$ cat src/rtl/keypad_scanner.sv
// 4x4 active-low matrix keypad scanner: walks one low column at a time, debounces
// press and release on the synchronized rows, and emits one hex code per accepted press.
module keypad_scanner #(
  parameter int SCAN_DIV        = 250000,
  parameter int DEBOUNCE_CYCLES = 500000
) (
  input  logic       clk,
  input  logic       reset,
  input  logic [3:0] rows,
  output logic [3:0] cols,
  output logic [3:0] key_code,
  output logic       key_valid,
  output logic       key_held
);

  localparam int MAX_N = (SCAN_DIV > DEBOUNCE_CYCLES) ? SCAN_DIV : DEBOUNCE_CYCLES;
  localparam int CNT_W = $clog2(MAX_N) + 1;
  localparam logic [CNT_W-1:0] DWELL_LAST = CNT_W'(SCAN_DIV - 1);
  localparam logic [CNT_W-1:0] DEB_LAST   = CNT_W'(DEBOUNCE_CYCLES - 1);
  localparam logic [CNT_W-1:0] CNT_ONE    = CNT_W'(1);

  typedef enum logic [1:0] {SCAN, DEBOUNCE, HELD, RELEASE} state_t;

  state_t           state, state_next;
  logic [3:0]       rows_p0, rows_p1;
  logic [1:0]       col, col_next;
  logic [1:0]       row, row_next;
  logic [CNT_W-1:0] dwell, dwell_next;
  logic [CNT_W-1:0] cnt, cnt_next;
  logic             accept, release_done;

  function automatic logic [CNT_W-1:0] sat_inc(input logic [CNT_W-1:0] v);
    return (v == {CNT_W{1'b1}}) ? v : v + CNT_ONE;
  endfunction

  function automatic logic single_low(input logic [3:0] v);
    return ($countones(~v) == 1);
  endfunction

  function automatic logic [1:0] low_index(input logic [3:0] v);
    logic [1:0] idx;
    idx = 2'd0;
    for (int i = 0; i < 4; i++)
      if (!v[i]) idx = 2'(i);
    return idx;
  endfunction

  function automatic logic [3:0] col_drive(input logic [1:0] c);
    return ~(4'b0001 << c);
  endfunction

  function automatic logic [3:0] key_map(input logic [1:0] r, input logic [1:0] c);
    logic [3:0] k;
    case ({r, c})
      4'h0: k = 4'h1;  4'h1: k = 4'h2;  4'h2: k = 4'h3;  4'h3: k = 4'hA;
      4'h4: k = 4'h4;  4'h5: k = 4'h5;  4'h6: k = 4'h6;  4'h7: k = 4'hB;
      4'h8: k = 4'h7;  4'h9: k = 4'h8;  4'hA: k = 4'h9;  4'hB: k = 4'hC;
      4'hC: k = 4'hE;  4'hD: k = 4'h0;  4'hE: k = 4'hF;  default: k = 4'hD;
    endcase
    return k;
  endfunction

  always_comb begin
    state_next   = state;
    col_next     = col;
    row_next     = row;
    dwell_next   = dwell;
    cnt_next     = cnt;
    accept       = 1'b0;
    release_done = 1'b0;
    case (state)
      SCAN: begin
        if (dwell == DWELL_LAST) begin
          dwell_next = '0;
          if (single_low(rows_p1)) begin
            row_next   = low_index(rows_p1);
            cnt_next   = CNT_ONE;
            state_next = DEBOUNCE;
          end else begin
            col_next = col + 2'd1;
          end
        end else begin
          dwell_next = sat_inc(dwell);
        end
      end
      DEBOUNCE: begin
        // The whole row pattern must stay one-hot on the latched row.
        if (rows_p1 == ~(4'b0001 << row)) begin
          cnt_next = sat_inc(cnt);
          if (cnt == DEB_LAST) begin
            accept     = 1'b1;
            cnt_next   = '0;
            state_next = HELD;
          end
        end else begin
          cnt_next   = '0;
          dwell_next = '0;
          col_next   = col + 2'd1;
          state_next = SCAN;
        end
      end
      HELD: begin
        if (rows_p1[row]) begin
          cnt_next   = CNT_ONE;
          state_next = RELEASE;
        end
      end
      RELEASE: begin
        if (rows_p1[row]) begin
          cnt_next = sat_inc(cnt);
          if (cnt == DEB_LAST) begin
            release_done = 1'b1;
            cnt_next     = '0;
            dwell_next   = '0;
            col_next     = col + 2'd1;
            state_next   = SCAN;
          end
        end else begin
          cnt_next   = '0;
          state_next = HELD;
        end
      end
      default: state_next = SCAN;
    endcase
  end

  always_ff @(posedge clk) begin
    if (!reset) begin
      state     <= SCAN;
      col       <= 2'd0;
      row       <= 2'd0;
      dwell     <= '0;
      cnt       <= '0;
      cols      <= 4'b1110;
      key_code  <= 4'h0;
      key_valid <= 1'b0;
      key_held  <= 1'b0;
      rows_p0   <= 4'hF;
      rows_p1   <= 4'hF;
    end else begin
      // sync stage p0 -> p1
      rows_p0   <= rows;
      rows_p1   <= rows_p0;
      // scan/debounce control stage
      state     <= state_next;
      col       <= col_next;
      row       <= row_next;
      dwell     <= dwell_next;
      cnt       <= cnt_next;
      cols      <= col_drive(col_next);
      key_valid <= accept;
      if (accept) begin
        key_code <= key_map(row, col);
        key_held <= 1'b1;
      end else if (release_done) begin
        key_held <= 1'b0;
      end
    end
  end

endmodule

$ cat config.mk
export PLATFORM = sky130hd
export DESIGN_NAME = keypad_scanner
export DESIGN_NICKNAME = d
export VERILOG_FILES = /design/src/rtl/keypad_scanner.sv
export SDC_FILE = /design/constraint.sdc
export NUM_CORES = 1
export LEC_CHECK = 0
export ABC_AREA = 1
export CAP_MARGIN = 20
export CORE_MARGIN = 1.5
export CORE_UTILIZATION = 65
export CTS_CLUSTER_DIAMETER = 150
export DETAILED_ROUTE_END_ITERATION = 10
export GPL_TIMING_DRIVEN = 1
export PLACE_DENSITY_LB_ADDON = 0.2
export SLEW_MARGIN = 10
export SYNTH_ARGS = -nofsm -noshare
export SYNTH_HDL_FRONTEND = slang
export SYNTH_SLANG_ARGS = --single-unit
$ cat constraint.sdc
create_clock -name clk -period 3.96 [get_ports clk]
set_input_delay 0.594 -clock clk [delete_from_list [all_inputs] [get_ports clk]]
set_output_delay 0.594 -clock clk [all_outputs]
set_load 0.02 [all_outputs]
==> results of run 1 <==
## final cells by class
class	count	area (um^2)
Clock buffer	11	141
Inverter	90	344
Timing Repair Buffer	18	173
Clock inverter	4	45.0
Sequential cell	64	1280
Tap cell	77	96.3
Multi-Input combinational cell	523	2690
Fill cell	547	1720
## metal layers
| metal | track usage | vias up | share of wire |
|---|---|---|---|
| met4 | 0.104 | 0 | 0.021 |
| met5 | 0 | - | 0 |
| met1 | 0.377 | 2012 | 0.43 |
| met3 | 0.0654 | 25 | 0.062 |
| li1 | - | 2242 | - |
| met2 | 0.521 | 160 | 0.48 |
## registers in the layout (all words and copies together), names as in the netlist
name / cells
state: 2
row: 2
rows_p0: 4
col: 2
cols: 4
rows_p1: 4
key_held: 1
key_valid: 1
cnt: 20
key_code: 4
dwell: 20
## cells by family (layout without fill, tap and decap cells)
kind of cell             Yosys count  in the layout  share of synthesized area
AND/OR/NAND/NOR                  436            436                      0.468
XOR/XNOR                           8              8                     0.0157
AO/OA/AOI/OAI                     69             69                     0.0909
flip-flops                        64             64                      0.287
buffers and inverters            109            123                      0.109
adder cells (fa/ha/maj)           10             10                     0.0298
## report_power, final
group / internal (mW) / switching [mW]
clock network: 0.301 / 0.251
logic: 0.0183 / 0.0288
registers: 0.650 / 0.00630
total: 0.970 / 0.286
## per-stage QoR
step | cell area (um^2) | utilization | hold slack [ns] | setup slack, ns
after floorplan | 4460 | - | 0.393 | 1.72
after global placement | 4590 | 0.706 | 0.395 | 1.16
after detailed placement | 4590 | 0.706 | 0.402 | 1.07
after CTS | 4770 | 0.735 | 0.419 | 1.04
after global routing | 4770 | 0.735 | 0.433 | 0.699
final | 4770 | 0.735 | 0.415 | 1.03
## placed cells by master (no fill, tap or decap), drive strengths merged
cell type / count
nand4: 16
fa: 1
xor2: 6
nand2: 200
a31oi: 1
inv: 88
and2: 1
nand3: 90
buf: 3
clkdlybuf4s50: 15
dfxtp: 64
o21bai: 1
nor4: 1
o21ai: 21
a21oi: 41
nor2: 101
nor3: 12
nor3b: 2
xnor2: 2
ha: 9
o22ai: 2
bufinv: 1
nand3b: 2
a311oi: 1
clkinv: 5
clkbuf: 11
a211oi: 2
or2: 11
## worst reg2reg max path: cells and delay by family (launching register included)
kind	cells	cell delay, ns
compound gates	2	0.30
buf+inv	3	0.37
flops	1	0.34
simple gates	5	0.85
fa+ha+maj	3	0.99
## cell usage after synthesis, types with 7 or more instances
library cell | n | area share
nor3_1 | 11 | 0.012
nor2_1 | 89 | 0.075
nand2_2 | 12 | 0.017
nand3_2 | 11 | 0.025
a21oi_2 | 9 | 0.018
ha_1 | 9 | 0.025
o21ai_0 | 20 | 0.022
inv_1 | 80 | 0.067
a21oi_1 | 32 | 0.036
nand3_1 | 76 | 0.085
or2_2 | 11 | 0.015
clkbuf_1 | 7 | 0.0059
nand4_1 | 15 | 0.021
dfxtp_1 | 64 | 0.29
nand2_1 | 186 | 0.16
## worst paths after layout
kind,from,endpoint,cells past startpoint
max reg2reg,rows_p1[0],cnt[1],13
min,rows_p0[3],rows_p1[3],1
max,rows_p1[0],cnt[1],13
min reg2reg,rows_p0[3],rows_p1[3],1
==> out/qor.csv, run 1 <==
stage,metric,value,unit
run_status,run status,"complete, no violations",
floorplan,IO Count,16,
clocking,post-CTS setup buffers,0,
route,Via density,5.64,
clocking,CTS Hold Bufs,0,
floorplan,die width,85.8,um
sta,Tmin final,2.93,ns
power_and_ir_drop,Overall Power,1.26,mW
synthesis,Netlist cell types,44,
synthesis,number of synthesized flops with an enable pin,0,
clocking,number of gates resized after CTS,0,
setup_path,Worst path top cell family by delay,adder cells,
sta,RSZ-0062 raised after global routing,false,
route,Initial DRT Pass Iterations,5,
worst_hold_path,Hold WC Path Type,flip-flop to flip-flop,
power_and_ir_drop,peak supply drop,0.000245,V
route,via count,4439,
sta,period utilization,0.739,
sta,f_max,0.342,GHz
power_and_ir_drop,LEAKAGE,2.03,nW
setup_path,critical path peak fanout,20,
floorplan,std cell rows,29,
synthesis,synth warn,0,
global_route,first-pass GRT wire length,17.9,mm
clocking,Clock Path Buffers,2,
cells_and_area,Post-layout nets,722,
sta,Worst-Margin Slew,0.742,ns
setup_path,Setup crit end kind,flip-flop,
sta,clock skew,0.00818,ns
sta,slew margin rel.,0.504,
clocking,CTS tree,yes,
route,final wirelength,10.6,mm
run,max_cap viols,0,
setup_path,CP Launch Type,flip-flop,
power_and_ir_drop,PwrDens,263,nW/um^2
route,1st-iter DRT viols,300,
global_route,grt total ovfl,0,
setup_path,"Cell Chain, Critical Path","fa_1, inv_1, ha_1, ha_1, nand3b_1, nand2_1, inv_1, a21oi_1, nand2_1, inv_1, nand2_1, o21ai_0, nor2_1",
clocking,TritonCTS Buffers,9,
global_route,initial antenna violation count,0,
cells_and_area,Area Growth Syn to Fin,7.07,%
global_route,gr usage total,0.303,
setup_path,Worst EP arrival,3.16,ns
floorplan,core area,6490,um^2
synthesis,sequential fraction of the synthesis area,0.287,
setup_path,WP data required,4.19,ns
route,drt wl/cell,13.4,um
placement,dpl hpwl,7.75,mm
synthesis,synthesized instance count,696,
cells_and_area,share of layout cells above drive strength 1,0.125,
floorplan,Starting Density,0.686,
clocking,H-tree Lvls,3,
clocking,Worst-path clk slew,0.07,ns
setup_path,R2R setup slack,1.03,ns
setup_path,CP Buf/Inv Count,3,
sta,hold violation count in the final report,0,
synthesis,Yosys reg bits,64,
synthesis,ys async rst share,0,
setup_path,critical path class,flip-flop to flip-flop,
placement,routability congestion estimate,0.961,
setup_path,Worst path max stage delay,0.54,ns
clocking,worst-skew pair later-pin latency,0.34,ns
global_route,largest net degree at the start of global routing,28,
placement,Placed Instances,772,
clocking,CTS root buf,clkbuf_8,
cells_and_area,Layout Cells excl Fill,787,
clocking,Sinks on Clock Net,64,
placement,IO buf count,15,
setup_path,Critical-path top delay cell,fa_1,
synthesis,Main synth FF type,dfxtp_1,
floorplan,die height,85.8,um
global_route,vias in the first global route,3999,
sta,Slew Limit Fails,0,
floorplan,die area,7360,um^2
route,antenna-violating nets left,0,
synthesis,mapped cell area,4460,um^2
synthesis,syn_area_per_cell,6.41,um^2
sta,Final Setup Violations,0,
synthesis,syn_nets,712,
sta,setup tns final,0,ns
route,number of remaining DRC errors,0,
cells_and_area,Antenna Cells,0,
No activity file was read; power rests on OpenSTA's default activity.
==> run 2: changes to the inputs <==
--- a/config.mk
+++ b/config.mk
@@ -8,7 +8,7 @@
 export ABC_AREA = 1
 export CAP_MARGIN = 20
 export CORE_MARGIN = 1.5
-export CORE_UTILIZATION = 65
+export CORE_UTILIZATION = 62
 export CTS_CLUSTER_DIAMETER = 150
 export DETAILED_ROUTE_END_ITERATION = 10
 export GPL_TIMING_DRIVEN = 1
==> constraint.sdc (replaced) <==
create_clock -name clk -period 3 [get_ports clk]
set_input_delay 0.45 -clock clk [delete_from_list [all_inputs] [get_ports clk]]
set_output_delay 0.45 -clock clk [all_outputs]
set_load 0.02 [all_outputs]
==> out/qor.csv, run 2 (synthesis results as in run 1) <==
stage,metric,value,unit,change
cells_and_area,"most common cell after layout, fill and taps aside",nand2_1,,unchanged
setup_path,WP data required,3.24,ns,was 4.19 ns
cells_and_area,most frequent cells in the layout,"nand2_1 (186), nor2_1 (89), inv_1 (80)",,unchanged
sta,period utilization,0.903,,was 0.739
cells_and_area,top flop regs,"cnt: 20 flops, dwell: 20 flops",,unchanged
route,met1 wire length,4.86,mm,was 4.58 mm
run,max_cap viols,0,,unchanged
route,drt wl/cell,13.3,um,was 13.4 um
sta,slew margin rel.,0.554,,was 0.504
clocking,CTS root buf,clkbuf_8,,unchanged
clocking,number of gates resized after CTS,0,,unchanged
clocking,TritonCTS Buffers,9,,unchanged
setup_path,Setup crit end kind,flip-flop,,unchanged
setup_path,critical path peak fanout,12,,was 20
sta,Tmin final,2.71,ns,was 2.93 ns
floorplan,die area,7710,um^2,was 7360 um^2
cells_and_area,share of layout cells above drive strength 1,0.127,,was 0.125
cells_and_area,Post-layout nets,724,,was 722
cells_and_area,Layout Cells excl Fill,807,,was 787
global_route,first-pass GRT wire length,18.6,mm,was 17.9 mm
route,WL met2,5.16,mm,was 5.10 mm
floorplan,die width,87.8,um,was 85.8 um
floorplan,die height,87.8,um,was 85.8 um
setup_path,Worst path max stage delay,0.54,ns,about the same
cells_and_area,Sequential Area,1280,um^2,unchanged
power_and_ir_drop,PwrDens,331,nW/um^2,was 263 nW/um^2
route,Via density,5.45,,was 5.64
cells_and_area,Area Growth Syn to Fin,7.38,%,was 7.07%
power_and_ir_drop,Overall Power,1.58,mW,was 1.26 mW
sta,Worst-Margin Slew,0.664,ns,was 0.742 ns
route,antenna-violating nets left,0,,unchanged
placement,Placed Instances,793,,was 772
route,Max Used Layer,met4,,unchanged
sta,Slew Limit Fails,0,,unchanged
power_and_ir_drop,peak supply drop,0.000228,V,was 0.000245 V
route,via count,4396,,was 4439
global_route,grt total ovfl,0,,unchanged
route,met3 WL,481,um,was 656 um
setup_path,worst r2r src,rows_p1[0],,unchanged
cells_and_area,# fillers,628,,was 547
clocking,CTS tree,yes,,unchanged
route,1st-iter DRT viols,300,,unchanged
floorplan,std cell rows,30,,was 29
sta,RSZ-0062 raised after global routing,false,,unchanged
clocking,CTS Hold Bufs,0,,unchanged
clocking,Sinks on Clock Net,64,,unchanged
power_and_ir_drop,LEAKAGE,2.02,nW,was 2.03 nW
placement,"Cell Area, Placed",4630,um^2,was 4590 um^2
sta,Final Setup Violations,0,,unchanged
setup_path,Worst EP arrival,2.94,ns,was 3.16 ns
setup_path,CP Launch Type,flip-flop,,unchanged
clocking,post-CTS setup buffers,0,,unchanged
sta,hold violation count in the final report,0,,unchanged
clocking,Clock Path Buffers,2,,unchanged
sta,clock skew,0.0110,ns,was 0.00818 ns
clocking,worst-skew pair later-pin latency,0.35,ns,was 0.34 ns
global_route,gr usage total,0.304,,was 0.303
sta,setup tns final,0,ns,unchanged
setup_path,Setup crit start,rows_p1[0],,unchanged
placement,dpl hpwl,7.99,mm,was 7.75 mm
global_route,initial antenna violation count,0,,unchanged
clocking,Worst-path clk slew,0.07,ns,about the same
setup_path,R2R setup slack,0.29,ns,was 1.03 ns
global_route,largest net degree at the start of global routing,27,,was 28
setup_path,critical path class,flip-flop to flip-flop,,unchanged
cells_and_area,Antenna Cells,0,,unchanged
route,final wirelength,10.8,mm,was 10.6 mm
floorplan,Starting Density,0.649,,was 0.686
global_route,vias in the first global route,4142,,was 3999
setup_path,FF-to-FF End,cnt[1],,unchanged
setup_path,Critical Path Sink,cnt[1],,unchanged
run_status,run status,"complete, no violations",,unchanged
sta,f_max,0.369,GHz,was 0.342 GHz
clocking,H-tree Lvls,3,,unchanged
placement,IO buf count,15,,unchanged
route,number of remaining DRC errors,0,,unchanged
setup_path,R2R depth,13,,unchanged
floorplan,core area,6870,um^2,was 6490 um^2
cells_and_area,area of the multi-input gates,2690,um^2,unchanged
worst_hold_path,Hold WC Path Type,flip-flop to flip-flop,,unchanged
placement,routability congestion estimate,0.954,,was 0.961
setup_path,Critical-path top delay cell,fa_1,,unchanged
setup_path,"Cell Chain, Critical Path","fa_1, inv_1, ha_1, ha_1, nand3b_1, nand2_1, inv_1, a21oi_1, nand2_1, inv_1, nand2_1, o21ai_0, nor2_1",,unchanged
cells_and_area,share of the core filled with cells,0.697,,was 0.735
route,Initial DRT Pass Iterations,5,,unchanged
cells_and_area,final instance area,4790,um^2,was 4770 um^2
floorplan,IO Count,16,,unchanged
## run 2: how the worst min path moves through the flow
| stage | slack (ns) | depth (start not counted) | from | to |
|---|---|---|---|---|
| after floorplan | 0.39 | 1 | rows_p0[0] | rows_p1[0] |
| after global placement | 0.39 | 1 | rows_p0[2] | rows_p1[2] |
| after detailed placement | 0.40 | 1 | rows_p0[2] | rows_p1[2] |
| after CTS | 0.42 | 1 | rows_p0[2] | rows_p1[2] |
| after global routing | 0.43 | 1 | rows_p0[2] | rows_p1[2] |
| final | 0.41 | 1 | rows_p0[2] | rows_p1[2] |
## run 2: cell type report
type	count	share of cell area
clock buffer	11	0.0295
clock inverter	3	0.00418
inverter	90	0.0719
multi-input combinational	523	0.562
sequential	64	0.268
tap	96	0.0251
timing repair buffer	20	0.0392
## run 2: per-stage QoR
stage / setup slack [ns] / hold WS (ns)
final: 0.292 / 0.414
after global routing: 0.0598 / 0.428
after CTS: 0.294 / 0.416
after detailed placement: 0.316 / 0.398
after global placement: 0.429 / 0.394
after floorplan: 0.760 / 0.393
## run 2: critical path: cells and delay by family (launching register included)
kind                     cells  cell delay, ns
AO/OA/AOI/OAI                2            0.28
AND/OR/NAND/NOR              5            0.69
adder cells (fa/ha/maj)      3            0.99
buffers and inverters        3            0.31
flip-flops                   1            0.34
## run 2: power breakdown
| group | switching, mW | total [mW] | internal, mW |
|---|---|---|---|
| sequential | 0.00847 | 0.866 | 0.858 |
| clock | 0.343 | 0.655 | 0.312 |
| combinational | 0.0372 | 0.0613 | 0.0240 |
| total | 0.388 | 1.58 | 1.19 |
## run 2: routing by layer
metal | up-vias | track usage
met2 | 129 | 0.520
met3 | 26 | 0.0556
met4 | 0 | 0.133
met5 | - | 0
li1 | 2248 | -
met1 | 1993 | 0.371
==> run 3: changes to the inputs <==
--- a/config.mk
+++ b/config.mk
@@ -8,7 +8,7 @@
 export ABC_AREA = 1
 export CAP_MARGIN = 20
 export CORE_MARGIN = 1.5
-export CORE_UTILIZATION = 62
+export CORE_UTILIZATION = 40
 export CTS_CLUSTER_DIAMETER = 150
 export DETAILED_ROUTE_END_ITERATION = 10
 export GPL_TIMING_DRIVEN = 1
==> out/qor.csv, run 3 (synthesis results as in run 1) <==
stage,metric,value,unit,change
power_and_ir_drop,sw frac,0.234,,was 0.245
floorplan,core area,10800,um^2,was 6870 um^2
clocking,TritonCTS Buffers,9,,unchanged
floorplan,die area,11800,um^2,was 7710 um^2
clocking,Sinks on Clock Net,64,,unchanged
setup_path,WP data required,3.25,ns,was 3.24 ns
sta,Tmin final,2.54,ns,was 2.71 ns
floorplan,die height,109,um,was 87.8 um
floorplan,std cell rows,38,,was 30
clocking,Worst-path clk slew,0.08,ns,was 0.07 ns
global_route,grt total ovfl,0,,unchanged
worst_hold_path,Hold WC Path Type,flip-flop to flip-flop,,unchanged
floorplan,IO Count,16,,unchanged
clocking,CTS tree,yes,,unchanged
floorplan,Starting Density,0.411,,was 0.649
cells_and_area,Antenna Cells,0,,unchanged
sta,Final Setup Violations,0,,unchanged
power_and_ir_drop,PwrDens,344,nW/um^2,was 331 nW/um^2
placement,routability congestion estimate,0.938,,was 0.954
cells_and_area,Area Growth Syn to Fin,9.43,%,was 7.38%
clocking,Clock Path Buffers,2,,unchanged
setup_path,critical path class,flip-flop to flip-flop,,unchanged
setup_path,critical path peak fanout,20,,was 12
cells_and_area,top flop regs,"cnt: 20 flops, dwell: 20 flops",,unchanged
cells_and_area,share of layout cells above drive strength 1,0.129,,was 0.127
setup_path,FF-to-FF End,cnt[1],,unchanged
sta,period utilization,0.847,,was 0.903
global_route,initial antenna violation count,0,,unchanged
clocking,worst-skew pair later-pin latency,0.35,ns,about the same
route,number of remaining DRC errors,0,,unchanged
power_and_ir_drop,sequential share of power,0.515,,was 0.547
route,drt wl/cell,12.5,um,was 13.3 um
setup_path,R2R depth,14,,was 13
route,Via density,5.08,,was 5.45
sta,hold violation count in the final report,0,,unchanged
setup_path,Worst EP arrival,2.79,ns,was 2.94 ns
clocking,CTS root buf,clkbuf_8,,unchanged
floorplan,die width,109,um,was 87.8 um
worst_hold_path,hold depth,1,,unchanged
placement,IO buf count,15,,unchanged
cells_and_area,"most common cell after layout, fill and taps aside",nand2_1,,unchanged
setup_path,Setup crit end kind,flip-flop,,unchanged
power_and_ir_drop,Psw,393,uW,was 388 uW
route,Initial DRT Pass Iterations,4,,was 5
clocking,H-tree Lvls,3,,unchanged
power_and_ir_drop,clock power share,0.448,,was 0.414
setup_path,CP Launch Type,flip-flop,,unchanged
placement,dpl hpwl,7.90,mm,was 7.99 mm
power_and_ir_drop,internal power,1.29,mW,was 1.19 mW
worst_hold_path,WHS Endpoint,rows_p1[3],,was rows_p1[2]
clocking,CTS Hold Bufs,0,,unchanged
global_route,first-pass GRT wire length,18.8,mm,was 18.6 mm
route,via count,4332,,was 4396
run,max_cap viols,0,,unchanged
global_route,vias in the first global route,4068,,was 4142
worst_hold_path,hold_sp,rows_p0[3],,was rows_p0[2]
power_and_ir_drop,Combinational Power Share,0.036,,was 0.039
sta,slew margin rel.,0.593,,was 0.554
cells_and_area,most frequent cells in the layout,"nand2_1 (186), nor2_1 (89), inv_1 (80)",,unchanged
route,final wirelength,10.6,mm,was 10.8 mm
clocking,number of gates resized after CTS,0,,unchanged
power_and_ir_drop,LEAKAGE,2.04,nW,was 2.02 nW
global_route,gr usage total,0.199,,was 0.304
route,1st-iter DRT viols,178,,was 300
global_route,largest net degree at the start of global routing,27,,unchanged
sta,clock skew,0.0154,ns,was 0.0110 ns
run_status,run status,"complete, no violations",,unchanged
cells_and_area,Post-layout nets,724,,unchanged
sta,f_max,0.394,GHz,was 0.369 GHz
sta,Slew Limit Fails,0,,unchanged
clocking,post-CTS setup buffers,0,,unchanged
power_and_ir_drop,peak supply drop,0.000247,V,was 0.000228 V
sta,Worst-Margin Slew,0.607,ns,was 0.664 ns
setup_path,R2R setup slack,0.46,ns,was 0.29 ns
sta,RSZ-0062 raised after global routing,false,,unchanged
route,antenna-violating nets left,0,,unchanged
setup_path,worst r2r src,rows_p1[0],,unchanged
sta,setup tns final,0,ns,unchanged
sta,WHS,0.415,ns,was 0.414 ns
==> run 3: changes by cell type in the layout (fill, tap and decap cells not counted) <==
cell	delta
bufinv_16	+1
clkinv_2	+1
clkinvlp_4	-1
clkinv_4	+1
==> run 3: worst max-delay path: stages (launching register included) <==
cell	delay, ns
dfxtp_1	0.34
fa_1	0.54
inv_1	0.04
ha_1	0.17
ha_1	0.27
nand3b_1	0.17
nand2_1	0.07
inv_1	0.05
a21oi_1	0.10
nand2_1	0.06
buf_4	0.21
inv_1	0.12
nand2_1	0.07
o21ai_0	0.17
nor2_1	0.06
==> run 3: per-layer routing <==
| layer | wire length, um | up-vias | GRT usage |
|---|---|---|---|
| li1 | - | 2255 | - |
| met1 | 5030 | 1976 | 0.244 |
| met2 | 4980 | 87 | 0.349 |
| met3 | 441 | 14 | 0.0368 |
| met4 | 175 | 0 | 0.0658 |
| met5 | 0 | - | 0 |
==> run 3: power by group through the flow <==
stage / Sequential [mW] / Clock (mW) / Combinational, mW
after floorplan: 0.883 / 0 / 0.0439
after global placement: 0.885 / 0 / 0.0603
after detailed placement: 0.885 / 0 / 0.0617
after CTS: 0.865 / 0.784 / 0.0623
after global routing: 0.867 / 0.824 / 0.0701
final: 0.866 / 0.753 / 0.0613
==> run 3: metrics by stage <==
stage	utilization	instances	power (mW)	setup WS [ns]	area, um^2
2_1_floorplan	-	696	0.927	0.760	4460
3_3_place_gp	0.432	837	0.945	0.522	4680
3_5_place_dp	0.432	837	0.947	0.458	4680
4_1_cts	0.450	853	1.71	0.450	4880
5_1_grt	0.450	853	1.76	0.261	4880
6_report	0.450	853	1.68	0.459	4880
==> run 3: worst max path at each step <==
stage | end | from | cells past startpoint
after floorplan | cnt[15] | rows_p1[0] | 13
after global placement | cnt[1] | rows_p1[0] | 14
after detailed placement | cnt[1] | rows_p1[0] | 14
after CTS | cnt[1] | rows_p1[0] | 14
after global routing | cnt[1] | rows_p1[0] | 14
final | cnt[1] | rows_p1[0] | 14
==> run 3: area by class of cell <==
type                       count  area, um^2
clock inverter                 5        56.3
timing repair buffer          20         188
fill                        1153        5960
tap                          140         175
clock buffer                  11         141
inverter                      90         344
sequential                    64        1280
multi-input combinational    523        2690
